`config.mk`:
```
export PLATFORM = sky130hd
export DESIGN_NAME = riscv_v_wb_pipe
export DESIGN_NICKNAME = d
export VERILOG_FILES = /design/src/rtl/riscv_v_pkg.sv /design/src/rtl/riscv_v_wb_byte_en.sv /design/src/rtl/riscv_v_wb_pipe.sv
export SDC_FILE = /design/constraint.sdc
export NUM_CORES = 1
export LEC_CHECK = 0
export BUFFER_PORTS_ARGS = -buffer_cell sky130_fd_sc_hd__buf_2
export CAP_MARGIN = 20
export CORE_MARGIN = 8
export CORE_UTILIZATION = 47
export CTS_CLUSTER_SIZE = 28
export DETAILED_ROUTE_END_ITERATION = 16
export HOLD_SLACK_MARGIN = 0.12
export PLACE_DENSITY = 0.88
export SLEW_MARGIN = 10
export SYNTH_ARGS = -nofsm -noshare
export SYNTH_HDL_FRONTEND = slang
export SYNTH_HIERARCHICAL = 1
export SYNTH_SLANG_ARGS = --single-unit
```
`constraint.sdc`:
```
create_clock -name clk -period 9.9 [get_ports clk]
set_input_delay 1.485 -clock clk [delete_from_list [all_inputs] [get_ports clk]]
set_output_delay 1.485 -clock clk [all_outputs]
set_load 0.1 [all_outputs]
```
`src/rtl/riscv_v_pkg.sv`:
```
// ============================================================================
// riscv_v_pkg : shared vector types for the WB/forwarding producer pipeline
// Rev 1.0
// ============================================================================
`default_nettype none

package riscv_v_pkg;

  localparam int RISCV_V_NUM_BYTES_DATA = 16;
  localparam int RISCV_V_VL_WIDTH       = $clog2(RISCV_V_NUM_BYTES_DATA) + 1;

  typedef logic [4:0]                            riscv_instr_rd_t;
  typedef logic [8*RISCV_V_NUM_BYTES_DATA-1:0]   riscv_v_data_t;
  typedef logic [3:0]                            osize_vector_t;
  typedef logic [RISCV_V_NUM_BYTES_DATA-1:0]     riscv_v_mask_t;
  typedef logic [RISCV_V_NUM_BYTES_DATA-1:0]     riscv_v_rf_wr_en_t;
  typedef logic [RISCV_V_VL_WIDTH-1:0]           riscv_v_vl_t;

  typedef struct packed {
    logic              valid;
    riscv_v_rf_wr_en_t en;
    riscv_instr_rd_t   addr;
    riscv_v_data_t     data;
    logic              osize_err;
  } riscv_v_wb_stage_t;

  function automatic logic riscv_v_osize_onehot(input osize_vector_t osize);
    return (osize != '0) && ((osize & (osize - 4'd1)) == '0);
  endfunction

endpackage

`default_nettype wire

```
`src/rtl/riscv_v_wb_byte_en.sv`:
```
// ============================================================================
// riscv_v_wb_byte_en : per-byte RF write enables from element size, vl, v0 mask
// Optional: RISCV_V_MASK_AGNOSTIC_EN enables all-ones fill of masked-off bytes
// Rev 1.0
// ============================================================================
`default_nettype none

module riscv_v_wb_byte_en
  import riscv_v_pkg::*;
#(
  parameter int NUM_BYTES = RISCV_V_NUM_BYTES_DATA,
  parameter int VL_WIDTH  = $clog2(RISCV_V_NUM_BYTES_DATA) + 1
) (
  input  logic                valid,
  input  logic                wr_en,
  input  osize_vector_t       osize,
  input  logic                masked,
  input  riscv_v_mask_t       mask,
  input  logic [VL_WIDTH-1:0] vl,
  input  riscv_v_data_t       data_in,
  output riscv_v_rf_wr_en_t   be,
  output riscv_v_data_t       data_out,
  output logic                osize_err
);

  localparam int IDX_W = $clog2(NUM_BYTES);

  logic [1:0] w_shift;
  logic       w_onehot;
  logic       w_gate;

  always_comb begin
    w_shift = '0;
    for (int k = 0; k < 4; k++) begin
      if (osize[k]) w_shift = 2'(k);
    end
  end

  assign w_onehot  = riscv_v_osize_onehot(osize);
  assign w_gate    = valid & wr_en & w_onehot;
  assign osize_err = ~w_onehot;

  for (genvar b = 0; b < NUM_BYTES; b++) begin : g_byte
    logic [IDX_W-1:0] w_elem;
    logic             w_active;
    logic             w_live;

    assign w_elem   = IDX_W'(b) >> w_shift;
    assign w_active = VL_WIDTH'(w_elem) < vl;
    assign w_live   = w_active & (~masked | mask[w_elem]);
`ifdef RISCV_V_MASK_AGNOSTIC_EN
    // Masked-off active bytes are written with ones; tail bytes stay untouched.
    assign be[b]             = w_gate & w_active;
    assign data_out[8*b +: 8] = (w_active & ~w_live) ? 8'hFF : data_in[8*b +: 8];
`else
    assign be[b]             = w_gate & w_live;
    assign data_out[8*b +: 8] = data_in[8*b +: 8];
`endif
  end

endmodule

`default_nettype wire

```
`src/rtl/riscv_v_wb_pipe.sv`:
```
// ============================================================================
// riscv_v_wb_pipe : EXE->MEM->WB producer registers for vector forwarding
// Optional: RISCV_V_MASK_AGNOSTIC_EN (via riscv_v_wb_byte_en). Rev 1.0
// ============================================================================
`default_nettype none

module riscv_v_wb_pipe
  import riscv_v_pkg::*;
#(
  parameter int NUM_BYTES = RISCV_V_NUM_BYTES_DATA,
  parameter int VL_WIDTH  = $clog2(RISCV_V_NUM_BYTES_DATA) + 1
) (
  input  logic                clk,
  input  logic                rst,
  input  logic                exe_valid,
  input  logic                exe_wr_en,
  input  riscv_instr_rd_t     exe_rd,
  input  riscv_v_data_t       exe_data,
  input  osize_vector_t       exe_osize,
  input  logic                exe_masked,
  input  riscv_v_mask_t       exe_mask,
  input  logic [VL_WIDTH-1:0] exe_vl,
  input  logic                stall,
  input  logic                flush,
  output riscv_v_rf_wr_en_t   rf_wr_en_mem,
  output riscv_instr_rd_t     rf_wr_addr_mem,
  output riscv_v_data_t       rf_wr_data_mem,
  output riscv_v_rf_wr_en_t   rf_wr_en_wb,
  output riscv_instr_rd_t     rf_wr_addr_wb,
  output riscv_v_data_t       rf_wr_data_wb,
  output logic                wb_retire,
  output logic                osize_err
);

  riscv_v_rf_wr_en_t w_be;
  riscv_v_data_t     w_data;
  logic              w_osize_bad;
  riscv_v_wb_stage_t w_mem_next;
  riscv_v_wb_stage_t r_mem;

  logic              r_wb_valid;
  riscv_v_rf_wr_en_t r_wb_en;
  riscv_instr_rd_t   r_wb_addr;
  riscv_v_data_t     r_wb_data;

  riscv_v_wb_byte_en #(
    .NUM_BYTES (NUM_BYTES),
    .VL_WIDTH  (VL_WIDTH)
  ) u_byte_en (
    .valid     (exe_valid),
    .wr_en     (exe_wr_en),
    .osize     (exe_osize),
    .masked    (exe_masked),
    .mask      (exe_mask),
    .vl        (exe_vl),
    .data_in   (exe_data),
    .be        (w_be),
    .data_out  (w_data),
    .osize_err (w_osize_bad)
  );

  // A flushed instruction still lands addr/data in MEM but as an invalid bubble.
  always_comb begin
    w_mem_next      = '0;
    w_mem_next.addr = exe_rd;
    w_mem_next.data = w_data;
    if (!flush) begin
      w_mem_next.valid     = exe_valid;
      w_mem_next.en        = w_be;
      w_mem_next.osize_err = exe_valid & w_osize_bad;
    end
  end

  always_ff @(posedge clk or posedge rst) begin
    if (rst) begin
      r_mem      <= '0;
      r_wb_valid <= 1'b0;
      r_wb_en    <= '0;
      r_wb_addr  <= '0;
      r_wb_data  <= '0;
    end else if (!stall) begin
      r_mem      <= w_mem_next;
      r_wb_valid <= r_mem.valid;
      r_wb_en    <= r_mem.en;
      r_wb_addr  <= r_mem.addr;
      r_wb_data  <= r_mem.data;
    end
  end

  assign rf_wr_en_mem   = r_mem.en;
  assign rf_wr_addr_mem = r_mem.addr;
  assign rf_wr_data_mem = r_mem.data;
  assign osize_err      = r_mem.osize_err;
  assign rf_wr_en_wb    = r_wb_en;
  assign rf_wr_addr_wb  = r_wb_addr;
  assign rf_wr_data_wb  = r_wb_data;
  // WB content leaves on every unstalled cycle, so this fires exactly once per instruction.
  assign wb_retire      = r_wb_valid & ~stall;

endmodule

`default_nettype wire
```
==> impl_results.md, run 1 <==
- Clock Skews: about 0.0089 ns
- Fmax: about 260 MHz
- PwrDens: approximately 260 mW/mm2
- Vias: between 8000 and 9000
- GR Util met1: 0.209
- Port buffer count: about 460
- Post-DP HPWL: approximately 27000 um
- Worst EP arrival: approximately 2.4 ns
- Post-layout min period: 3.90 ns
- Drt drc: 0
- RSZ-0062 raised after global routing: false
- Row count: 64
- Clock-pin slew on the worst setup and hold paths: around 0.06 ns
- Root buf cell: clkbuf_16
- CTS tree: built
- Dpl cell area: approximately 0.015 mm2
- Worst IR Drop VDD: 0.000181 V
- Via density: 5.17
- Seq/Total Area, Yosys: 0.512
- Met3 Use GR: 0.0537
- All-layer global routing usage: 0.180
- Critical Path Sink Type: output port
- Total grt overflow: 0
- Initial Utilization: 0.479
- Die Y: slightly below 200 um
- Largest net degree at the start of global routing: approximately 110
- Worst Hold Class: reg -> reg
- Status: finished clean
- TritonCTS Buffers: 31
- Cells after DPL: 1674
- Slew Limit Fails: 0
- Cells along the critical path: buf_8 -> nor2b_1 -> buf_2
- Post-Synthesis Cells: between 1000 and 1500
- Count of cell types in the netlist: between 60 and 70
- Leakage dissipation: between 0.007 and 0.008 uW
- Met2 Resource Use GR: 0.319
- DRT Pass-1 Iters: 5
- CP Launch Type: primary input
- Initial DRC Count: ~540
- Kind of critical path: in -> out
- Final setup viols: 0
- Die area: around 0.037 mm2
- Post-cts sizing count: 0
- Routed WL: about 36000 um
- Max transition margin: 0.303
- Final cycle utilization of the critical path: 0.394
- Clock Latency Late Sink: 0.55 ns
- Fin. Hold Viols: 0
- I/O pin count: about 470
- Syn. warnings: 6
- Final GP Congestion: 0.947
- MaxCap Viol Count: 0
- Slowest CP cell: buf_2
- Worst path max stage delay: approximately 0.47 ns
- Layout cells sized above 1: 0.617
- Most Crowded Layer GR: met2
- Antenna viol nets, final: 0
- CTS H-tree lvls: 1
- Routed length per instance: 20.8 um
- Clock sink total: 301
- Mean Syn Cell Area: between 10 and 15 um2
- Final std cells w/o fill: 1731
- Most frequent cells in the layout: buf_2 (463), dfrtp_1 (301), mux2_2 (283), clkbuf_16 (31), nand2_1 (27)
- Total power: ~4100 uW
- CTS Buffer Depth: 3
- Die X: a little under 200 um
- Worst slew pin tran: approximately 1.0 ns
- Initial antenna violation count: 1
- Synthesis-to-layout area growth: 9.59%
- Primary FF master, synth: dfrtp_1
- Core footprint: 0.0307 mm2
- Crit-path max FO: 71
- First-pass GRT wire length: 54000 um
- Vias in the first global route: approximately 9600
- Synthesized area: 0.0147 mm2
- Fraction of registers with async set/reset: 1.00
- TNS Setup: 0 ns
- Post-synthesis register bit count: 301
- Hold buffers post-CTS: 0
- Setup bufs post-CTS: 0
- Syn Nets: between 1000 and 1500
- Critical path required time: ~8.4 ns
- Leading cell type in the layout, fill and taps excluded: buf_2
- Layout Nets: ~1500
- Number of flops mapped to enable cells by yosys: 0
- Design Area, Final: around 0.016 mm2
-- worst max-delay path, delay by kind of cell --
family | cells | cell delay [ns]
simple gates | 1 | 0.24
buf+inv | 2 | 0.68
-- Yosys cell counts (4+ instances only) --
cell        n  area (um2)
nand2_1    27         101
clkbuf_1    7        26.3
a21oi_1    23         115
buf_4     279        2090
o21ai_0    20         100
nand3_1     4        20.0
ha_1        5        62.6
mux2_2    283        3190
mux2i_1     5        50.1
nor2_1     18        67.6
nand2b_1    4        25.0
a22o_1     15         131
a211oi_1    4        30.0
dfrtp_1   301        7530
o21ai_1     4        20.0
nor2b_1     6        37.5
nor3_1     12        60.1
buf_6      28         315
and3_1      5        31.3
inv_1      11        41.3
buf_2      14        70.1
-- layout make-up --
cell class,count,area [um2]
Antenna cell,1,2.50
Clock buffer,45,898
Clock inverter,11,131
Fill cell,2561,14600
Inverter,14,60.1
Multi-Input combinational cell,492,4610
Sequential cell,301,7530
Tap cell,396,495
Timing Repair Buffer,471,2380
-- kinds of logic after synthesis --
kind of cell,synth area share
xor+xnor,0.00119
simple gates,0.0368
compound gates,0.0457
buf+inv,0.174
fa+ha+maj,0.00494
flops,0.512
mux,0.225
-- registers in the layout, indices dropped and copies added (netlist names) --
| register | flops |
|---|---|
| osize_err | 1 |
| r_mem | 1 |
| r_wb_valid | 1 |
| rf_wr_addr_mem | 5 |
| rf_wr_addr_wb | 5 |
| rf_wr_data_mem | 128 |
| rf_wr_data_wb | 128 |
| rf_wr_en_mem | 16 |
| rf_wr_en_wb | 16 |
-- metal layers --
layer | vias to the layer above | routed length, um
met3 | 71 | 3730
met2 | 443 | 18100
met5 | - | 0
met1 | 4445 | 13300
met4 | 0 | 780
li1 | 3998 | -
-- per-stage QoR --
| stage | setup slack, ns | utilization | hold WS, ns |
|---|---|---|---|
| floorplan | 0.0974 | - | 0.449 |
| global placement | 5.81 | 0.492 | 0.466 |
| detailed placement | 5.74 | 0.492 | 0.487 |
| CTS | 5.98 | 0.525 | 0.501 |
| global route | 5.97 | 0.525 | 0.510 |
| finish | 6.00 | 0.525 | 0.499 |
-- where the power goes --
part,switching [uW],internal [uW]
logic,1270,256
registers,88.9,1370
clock network,475,683
total,1830,2310
-- worst paths after layout --
kind / start / endpoint / slack (ns) / depth (start not counted)
max reg2reg: rf_wr_en_mem[14] / rf_wr_en_wb[14] / 9.05 / 1
max in group asynchronous: rst / rf_wr_data_wb[124] / 7.37 / 3
min: rf_wr_data_wb[39] / rf_wr_data_wb[39] / 0.50 / 1
max: stall / wb_retire / 6.00 / 3
min reg2reg: rf_wr_data_wb[39] / rf_wr_data_wb[39] / 0.50 / 1
min in group asynchronous: rst / rf_wr_data_wb[84] / 1.06 / 2
(Power assumes the default switching activity.)
==> run 2, diff against run 1 <==
- ABC_AREA: not set -> 1
- CORE_UTILIZATION: 47 -> 50
- PLACE_DENSITY: 0.88 -> 0.9
- clock period: 9.9 -> 4.05 ns (I/O delays scaled with it)
==> run 2 against run 1 <==
- sequential cell count unchanged
- first-iteration DRC count up 76%
- critical path type is now in -> reg
- worst hold slack worse by 0.36 ns
==> impl_results.md, run 2 <==
- Status: finished clean (unchanged)
- Top-count cell post-synth: nand2_1 (was dfrtp_1)
- Cells along the critical path: buf_2 -> inv_1 -> nand2_2 -> ha_1 -> inv_1 -> ha_1 -> nand2_1 -> nor2_1 -> o21ai_0 -> nand2_1 -> nor2_1 -> nand2_1 -> o21ai_0 (was buf_8 -> nor2b_1 -> buf_2)
- PwrDens: 587 mW/mm2 (was 257 mW/mm2)
- Worst slew pin tran: 0.793 ns (was 1.05 ns)
- Hold buffers post-CTS: 0 (unchanged)
- Seq/Total Area, Yosys: 0.515 (was 0.512)
- Syn Nets: 1861 (was 1306)
- Critical path required time: 4.48 ns (was 8.42 ns)
- Most used cell, CP: nand2_1
- Max transition margin: 0.472 (was 0.303)
- Kind of critical path: in -> reg (was in -> out)
- Initial Utilization: 0.508 (was 0.479)
- Layout Nets: 2013 (was 1481)
- CTS tree: built (unchanged)
- Crit-path max FO: 11 (was 71)
- Vias in the first global route: 11817 (was 9578)
- Layout cells sized above 1: 0.289 (was 0.617)
- Syn. warnings: 6 (unchanged)
- Initial DRC Count: 948 (was 538)
- Synthesized area: 0.0146 mm2 (was 0.0147 mm2)
- Core footprint: 0.0288 mm2 (was 0.0307 mm2)
- MaxCap Viol Count: 0 (unchanged)
- TritonCTS Buffers: 31 (unchanged)
- Worst IR Drop VDD: 0.000339 V (was 0.000181 V)
- CTS Buffer Depth: 3 (unchanged)
- DRT Pass-1 Iters: 5 (unchanged)
- Antenna viol nets, final: 0 (unchanged)
- First-pass GRT wire length: 64900 um (was 54000 um)
- Final std cells w/o fill: 2253 (was 1731)
- CTS H-tree lvls: 1 (unchanged)
- Largest cells by area after synthesis: dfrtp_1 (52%), buf_4 (14%), nand2_1 (11%) (was dfrtp_1 (51%), mux2_2 (22%), buf_4 (14%))
- Fmax: about 400 MHz
- Clock Skews: 0.00971 ns (was 0.00886 ns)
- Post-synthesis register bit count: 301 (unchanged)
- Count of cell types in the netlist: 32 (was 65)
- Worst Hold Class: in -> async (was reg -> reg)
- Die area: 0.0350 mm2 (was 0.0372 mm2)
- Fraction of registers with async set/reset: 1.00 (unchanged)
- Post-cts sizing count: 0 (unchanged)
- Routed length per instance: 18.2 um (was 20.8 um)
- Final setup viols: 0 (unchanged)
- Cells after DPL: 2194 (was 1674)
- I/O pin count: 465 (unchanged)
- Total grt overflow: 0 (unchanged)
- Synth top area share: 0.515 (was 0.512)
- Drt drc: 0 (unchanged)
- Final hold slack: 0.142 ns (was 0.499 ns)
- Leakage dissipation: 0.00865 uW (was 0.00769 uW)
- Slowest CP cell: ha_1 (was buf_2)
- Via density: 5.11 (was 5.17)
- Primary FF master, synth: dfrtp_1 (unchanged)
- Cell taking the most area after synthesis: dfrtp_1 (unchanged)
- All-layer global routing usage: 0.228 (was 0.180)
- Setup bufs post-CTS: 0 (unchanged)
- Post-synth top cells: nand2_1 (412), dfrtp_1 (301), o21ai_0 (285) (was dfrtp_1 (301), mux2_2 (283), buf_4 (279))
- Routed WL: 41000 um (was 35900 um)
- Vias: 11522 (was 8957)
- Slew Limit Fails: 0 (unchanged)
- Row count: 62 (was 64)
- CP Launch Type: primary input (unchanged)
- Root buf cell: clkbuf_16 (unchanged)
- Worst path max stage delay: 0.53 ns (was 0.47 ns)
- Largest net degree at the start of global routing: 203 (was 111)
- Post-layout min period: approximately 2.4 ns
- Mean Syn Cell Area: 8.64 um2 (was 12.9 um2)
- Final GP Congestion: 0.900 (was 0.947)
- Clock sink total: 301 (unchanged)
- Synthesis-to-layout area growth: 9.90% (was 9.59%)
- Final cycle utilization of the critical path: 0.600
- Port buffer count: 464 (unchanged)
- Number of flops mapped to enable cells by yosys: 0 (unchanged)
- Post-DP HPWL: 30000 um (was 26700 um)
- Worst EP arrival: 2.86 ns (was 2.42 ns)
- Fin. Hold Viols: 0 (unchanged)
- Most frequent cells in the layout: buf_2 (463), nand2_1 (412), dfrtp_1 (301), o21ai_0 (285), inv_1 (183) (was buf_2 (463), dfrtp_1 (301), mux2_2 (283), clkbuf_16 (31), nand2_1 (27))
- Die X: 187 um (was 193 um)
- Initial antenna violation count: 3 (was 1)
- Leading cell type in the layout, fill and taps excluded: buf_2 (unchanged)
- Critical Path Sink Type: flip-flop (was output port)
- Clock Latency Late Sink: 0.57 ns (was 0.55 ns)
- RSZ-0062 raised after global routing: false (unchanged)
- Clock-pin slew on the worst setup and hold paths: 0.06 ns (about the same)
- Post-Synthesis Cells: 1691 (was 1136)
- TNS Setup: 0 ns (unchanged)
- Die Y: 187 um (was 193 um)
[run 2: cell count changes in the layout (fill, tap and decap cells not counted), moves of 18 or more]
cell     previous run  this run
inv_1              10       183
mux2_2            283         0
nand2_1            27       412
nand3_1             4        31
nor2_1             18        36
o21ai_0            20       285
o21ai_1             4        46
[run 2: layer usage]
metal  track usage  wire length (um)
met3        0.0776              4220
met5             0                27
met4         0.132              2550
met1         0.263             15400
met2         0.366             18800
[run 2: final cells by class]
cell class	count	area, um2
Timing Repair Buffer	470	2450
Sequential cell	301	7530
Clock buffer	42	887
Inverter	188	714
Tap cell	384	480
Clock inverter	15	156
Multi-Input combinational cell	851	3840
Antenna cell	2	5.00
Fill cell	2437	12700
[run 2: cells by family (layout without fill, tap and decap cells)]
logic type      count (synthesis)  in the layout  synth area share
simple gates                  493            493             0.136
fa+ha+maj                       5              5           0.00428
xor+xnor                        1              1          0.000599
compound gates                352            352             0.122
flops                         301            301             0.515
other cells                     0              2                 0
buf+inv                       539            715             0.222
[run 2: report_power, final]
part	switching, uW	internal (uW)
registers	160	3290
clock network	1200	1670
logic	2720	407
total	4070	5360
[run 2: through the flow]
stage	setup slack (ns)	util	total power (uW)	area (um2)
floorplan	-0.559	-	6280	14600
global placement	1.13	0.522	6580	15000
detailed placement	1.08	0.522	6620	15000
CTS	1.67	0.558	9500	16100
global route	1.44	0.558	9790	16100
finish	1.62	0.558	9440	16100
[run 2: critical path, delay by kind of cell]
family	cells	cell delay (ns)
AOI/OAI and AO/OA	2	0.16
adders and majority gates	2	0.83
buffers and inverters	3	0.67
and+or+nand+nor	6	0.58
[run 2: path summary, 6_finish.rpt]
path	slack, ns	cells past startpoint	endpoint	from
worst max-delay path	1.62	13	rf_wr_en_mem[12]	exe_osize[3]
worst min-delay path	0.14	2	rf_wr_data_mem[119]	rst
worst max register to register	3.25	2	rf_wr_data_wb[20]	rf_wr_data_wb[20]
worst min register to register	0.48	2	rf_wr_addr_wb[4]	rf_wr_addr_wb[4]
max in group asynchronous	2.89	3	rf_wr_data_mem[71]	rst
min in group clk	0.24	3	rf_wr_addr_mem[4]	exe_rd[4]
==> run 3, diff against run 2 <==
- clock period: 4.05 -> 2.4 ns (I/O delays scaled with it)
==> run 3 against run 2 <==
- combinational power increased by 79%
- cell count increased by 6.9%
- via count increased by 11%
- global-route usage increased by 4.4 points
- critical path depth decreased by 12
- clock power increased by 74%
- design area increased by 9.6%
- register-to-register slack got worse by 1.8 ns
- count of clock-buffer cells in the layout decreased by 2
- non-clock buffer count increased by 157
- largest power group unchanged
==> impl_results.md, run 3 (synthesized netlist as in run 2, its figures left out) <==
- Worst Hold Class: in -> reg (was in -> async)
- Crit-path max FO: 2 (was 11)
- All-layer global routing usage: 0.272 (was 0.228)
- Leakage dissipation: 0.00933 uW (was 0.00865 uW)
- Max transition margin: 0.611 (was 0.472)
- Post-layout min period: 1.84 ns
- Die area: 0.0350 mm2 (unchanged)
- Leading cell type in the layout, fill and taps excluded: buf_2 (unchanged)
- CP Buf/Inv Count: 1 (was 3)
- CTS Buffer Depth: 3 (unchanged)
- TritonCTS Buffers: 30 (was 31)
- Dpl cell area: 0.0152 mm2 (was 0.0150 mm2)
- Status: finished clean (unchanged)
- CTS H-tree lvls: 1 (unchanged)
- Slowest CP cell: buf_2 (was ha_1)
- PwrDens: 933 mW/mm2 (was 587 mW/mm2)
- DP Worst Slack: 0.158 ns (was 1.08 ns)
- Initial DRC Count: 959 (was 948)
- Final setup viols: 0 (unchanged)
- Fin. Hold Viols: 0 (unchanged)
- Antenna viol nets, final: 0 (unchanged)
- Worst IR Drop VDD: 0.000651 V (was 0.000339 V)
- CP Launch Type: flip-flop (was primary input)
- Worst EP arrival: 1.48 ns (was 2.86 ns)
- Vias: 12847 (was 11522)
- Cells along the critical path: buf_2 (was buf_2 -> inv_1 -> nand2_2 -> ha_1 -> inv_1 -> ha_1 -> nand2_1 -> nor2_1 -> o21ai_0 -> nand2_1 -> nor2_1 -> nand2_1 -> o21ai_0)
- Layout cells sized above 1: 0.276 (was 0.289)
- Drt drc: 0 (unchanged)
- Routed length per instance: 20.5 um (was 18.2 um)
- Clock Skews: 0.0104 ns (was 0.00971 ns)
- Delay-heaviest family, CP: buffers and inverters (was adder cells)
- Worst path max stage delay: 0.47 ns (was 0.53 ns)
- Final hold slack: 0.163 ns (was 0.142 ns)
- Row count: 62 (unchanged)
- Routed WL: 49400 um (was 41000 um)
- Initial antenna violation count: 1 (was 3)
- Fmax: 545 MHz
- Setup ws final: 0.564 ns (was 1.62 ns)
- Vias in the first global route: 13653 (was 11817)
- Core Util, Final: 0.612 (was 0.558)
- Core footprint: 0.0288 mm2 (unchanged)
- RSZ-0062 raised after global routing: false (unchanged)
- Port buffer count: 464 (unchanged)
- Critical Path Sink Type: output port (was flip-flop)
- Initial Utilization: 0.508 (unchanged)
- Layout Nets: 2169 (was 2013)
- Design Area, Final: 0.0176 mm2 (was 0.0161 mm2)
- Most frequent cells in the layout: buf_2 (463), nand2_1 (412), dfrtp_1 (301), o21ai_0 (285), inv_1 (183) (unchanged)
- Die Y: 187 um (unchanged)
- Via density: 5.34 (was 5.11)
- Kind of critical path: reg -> out (was in -> reg)
- Post-cts sizing count: 0 (unchanged)
- CTS tree: built (unchanged)
- Root buf cell: clkbuf_16 (unchanged)
- MaxCap Viol Count: 0 (unchanged)
- Die X: 187 um (unchanged)
- Slew Limit Fails: 0 (unchanged)
- Final cycle utilization of the critical path: 0.765
- Hold buffers post-CTS: 135 (was 0)
- Final GP Congestion: 0.925 (was 0.900)
- Setup bufs post-CTS: 0 (unchanged)
- Clock-pin slew on the worst setup and hold paths: 0.07 ns (was 0.06 ns)
- Worst slew pin tran: 0.584 ns (was 0.793 ns)
- Synthesis-to-layout area growth: 20.5% (was 9.90%)
- Critical path required time: 2.04 ns (was 4.48 ns)
- First-pass GRT wire length: 76800 um (was 64900 um)
- DRT Pass-1 Iters: 5 (unchanged)
- Clock sink total: 301 (unchanged)
- Total grt overflow: 0 (unchanged)
- I/O pin count: 465 (unchanged)
- Clock Latency Late Sink: 0.57 ns (about the same)
- Largest net degree at the start of global routing: 125 (was 203)
- Post-DP HPWL: 31300 um (was 30000 um)
[run 3: layout make-up]
| type | instances | area (um2) |
|---|---|---|
| fill | 2148 | 11200 |
| antenna | 1 | 2.50 |
| clock inverter | 16 | 219 |
| sequential | 301 | 7530 |
| tap | 384 | 480 |
| timing repair buffer | 627 | 3990 |
| inverter | 188 | 714 |
| multi-input combinational | 851 | 3840 |
| clock buffer | 40 | 828 |
[run 3: per-stage QoR]
| step | power (uW) | TNS, ns | std cells |
|---|---|---|---|
| finish | 16400 | 0 | 2408 |
| global route | 16900 | 0 | 2408 |
| CTS | 16300 | 0 | 2407 |
| detailed placement | 11200 | 0 | 2216 |
| global placement | 11100 | 0 | 2216 |
| floorplan | 10600 | -590.27 | 1691 |
[run 3: worst paths after layout]
| check | from | to | slack (ns) | depth (start not counted) |
|---|---|---|---|---|
| min in group asynchronous | rst | rf_wr_data_wb[105] | 0.37 | 3 |
| max in group asynchronous | rst | rf_wr_en_mem[13] | 1.14 | 4 |
| min | flush | rf_wr_en_mem[5] | 0.16 | 4 |
| max | rf_wr_data_mem[113] | rf_wr_data_mem[113] | 0.56 | 1 |
| min reg2reg | rf_wr_data_wb[127] | rf_wr_data_wb[127] | 0.47 | 2 |
| max reg2reg | rf_wr_data_mem[40] | rf_wr_data_mem[40] | 1.41 | 2 |
[run 3: tightest hold or removal path, cell delays in order]
cell and delay [ns]:
buf_2 0.13, nor2_8 0.08, nand2_1 0.06, o21ai_1 0.05
[run 3: power breakdown]
group	internal [uW]	switching, uW	total (uW)
combinational	861	4730	5590
sequential	5550	310	5860
clock	2880	2090	4970
[run 3: per-layer routing]
metal / vias up / track usage / share of wire
li1: 5619 / - / -
met1: 6124 / 0.304 / 0.35
met2: 909 / 0.464 / 0.48
met3: 195 / 0.0731 / 0.11
met4: 0 / 0.156 / 0.064
met5: - / 0 / 0
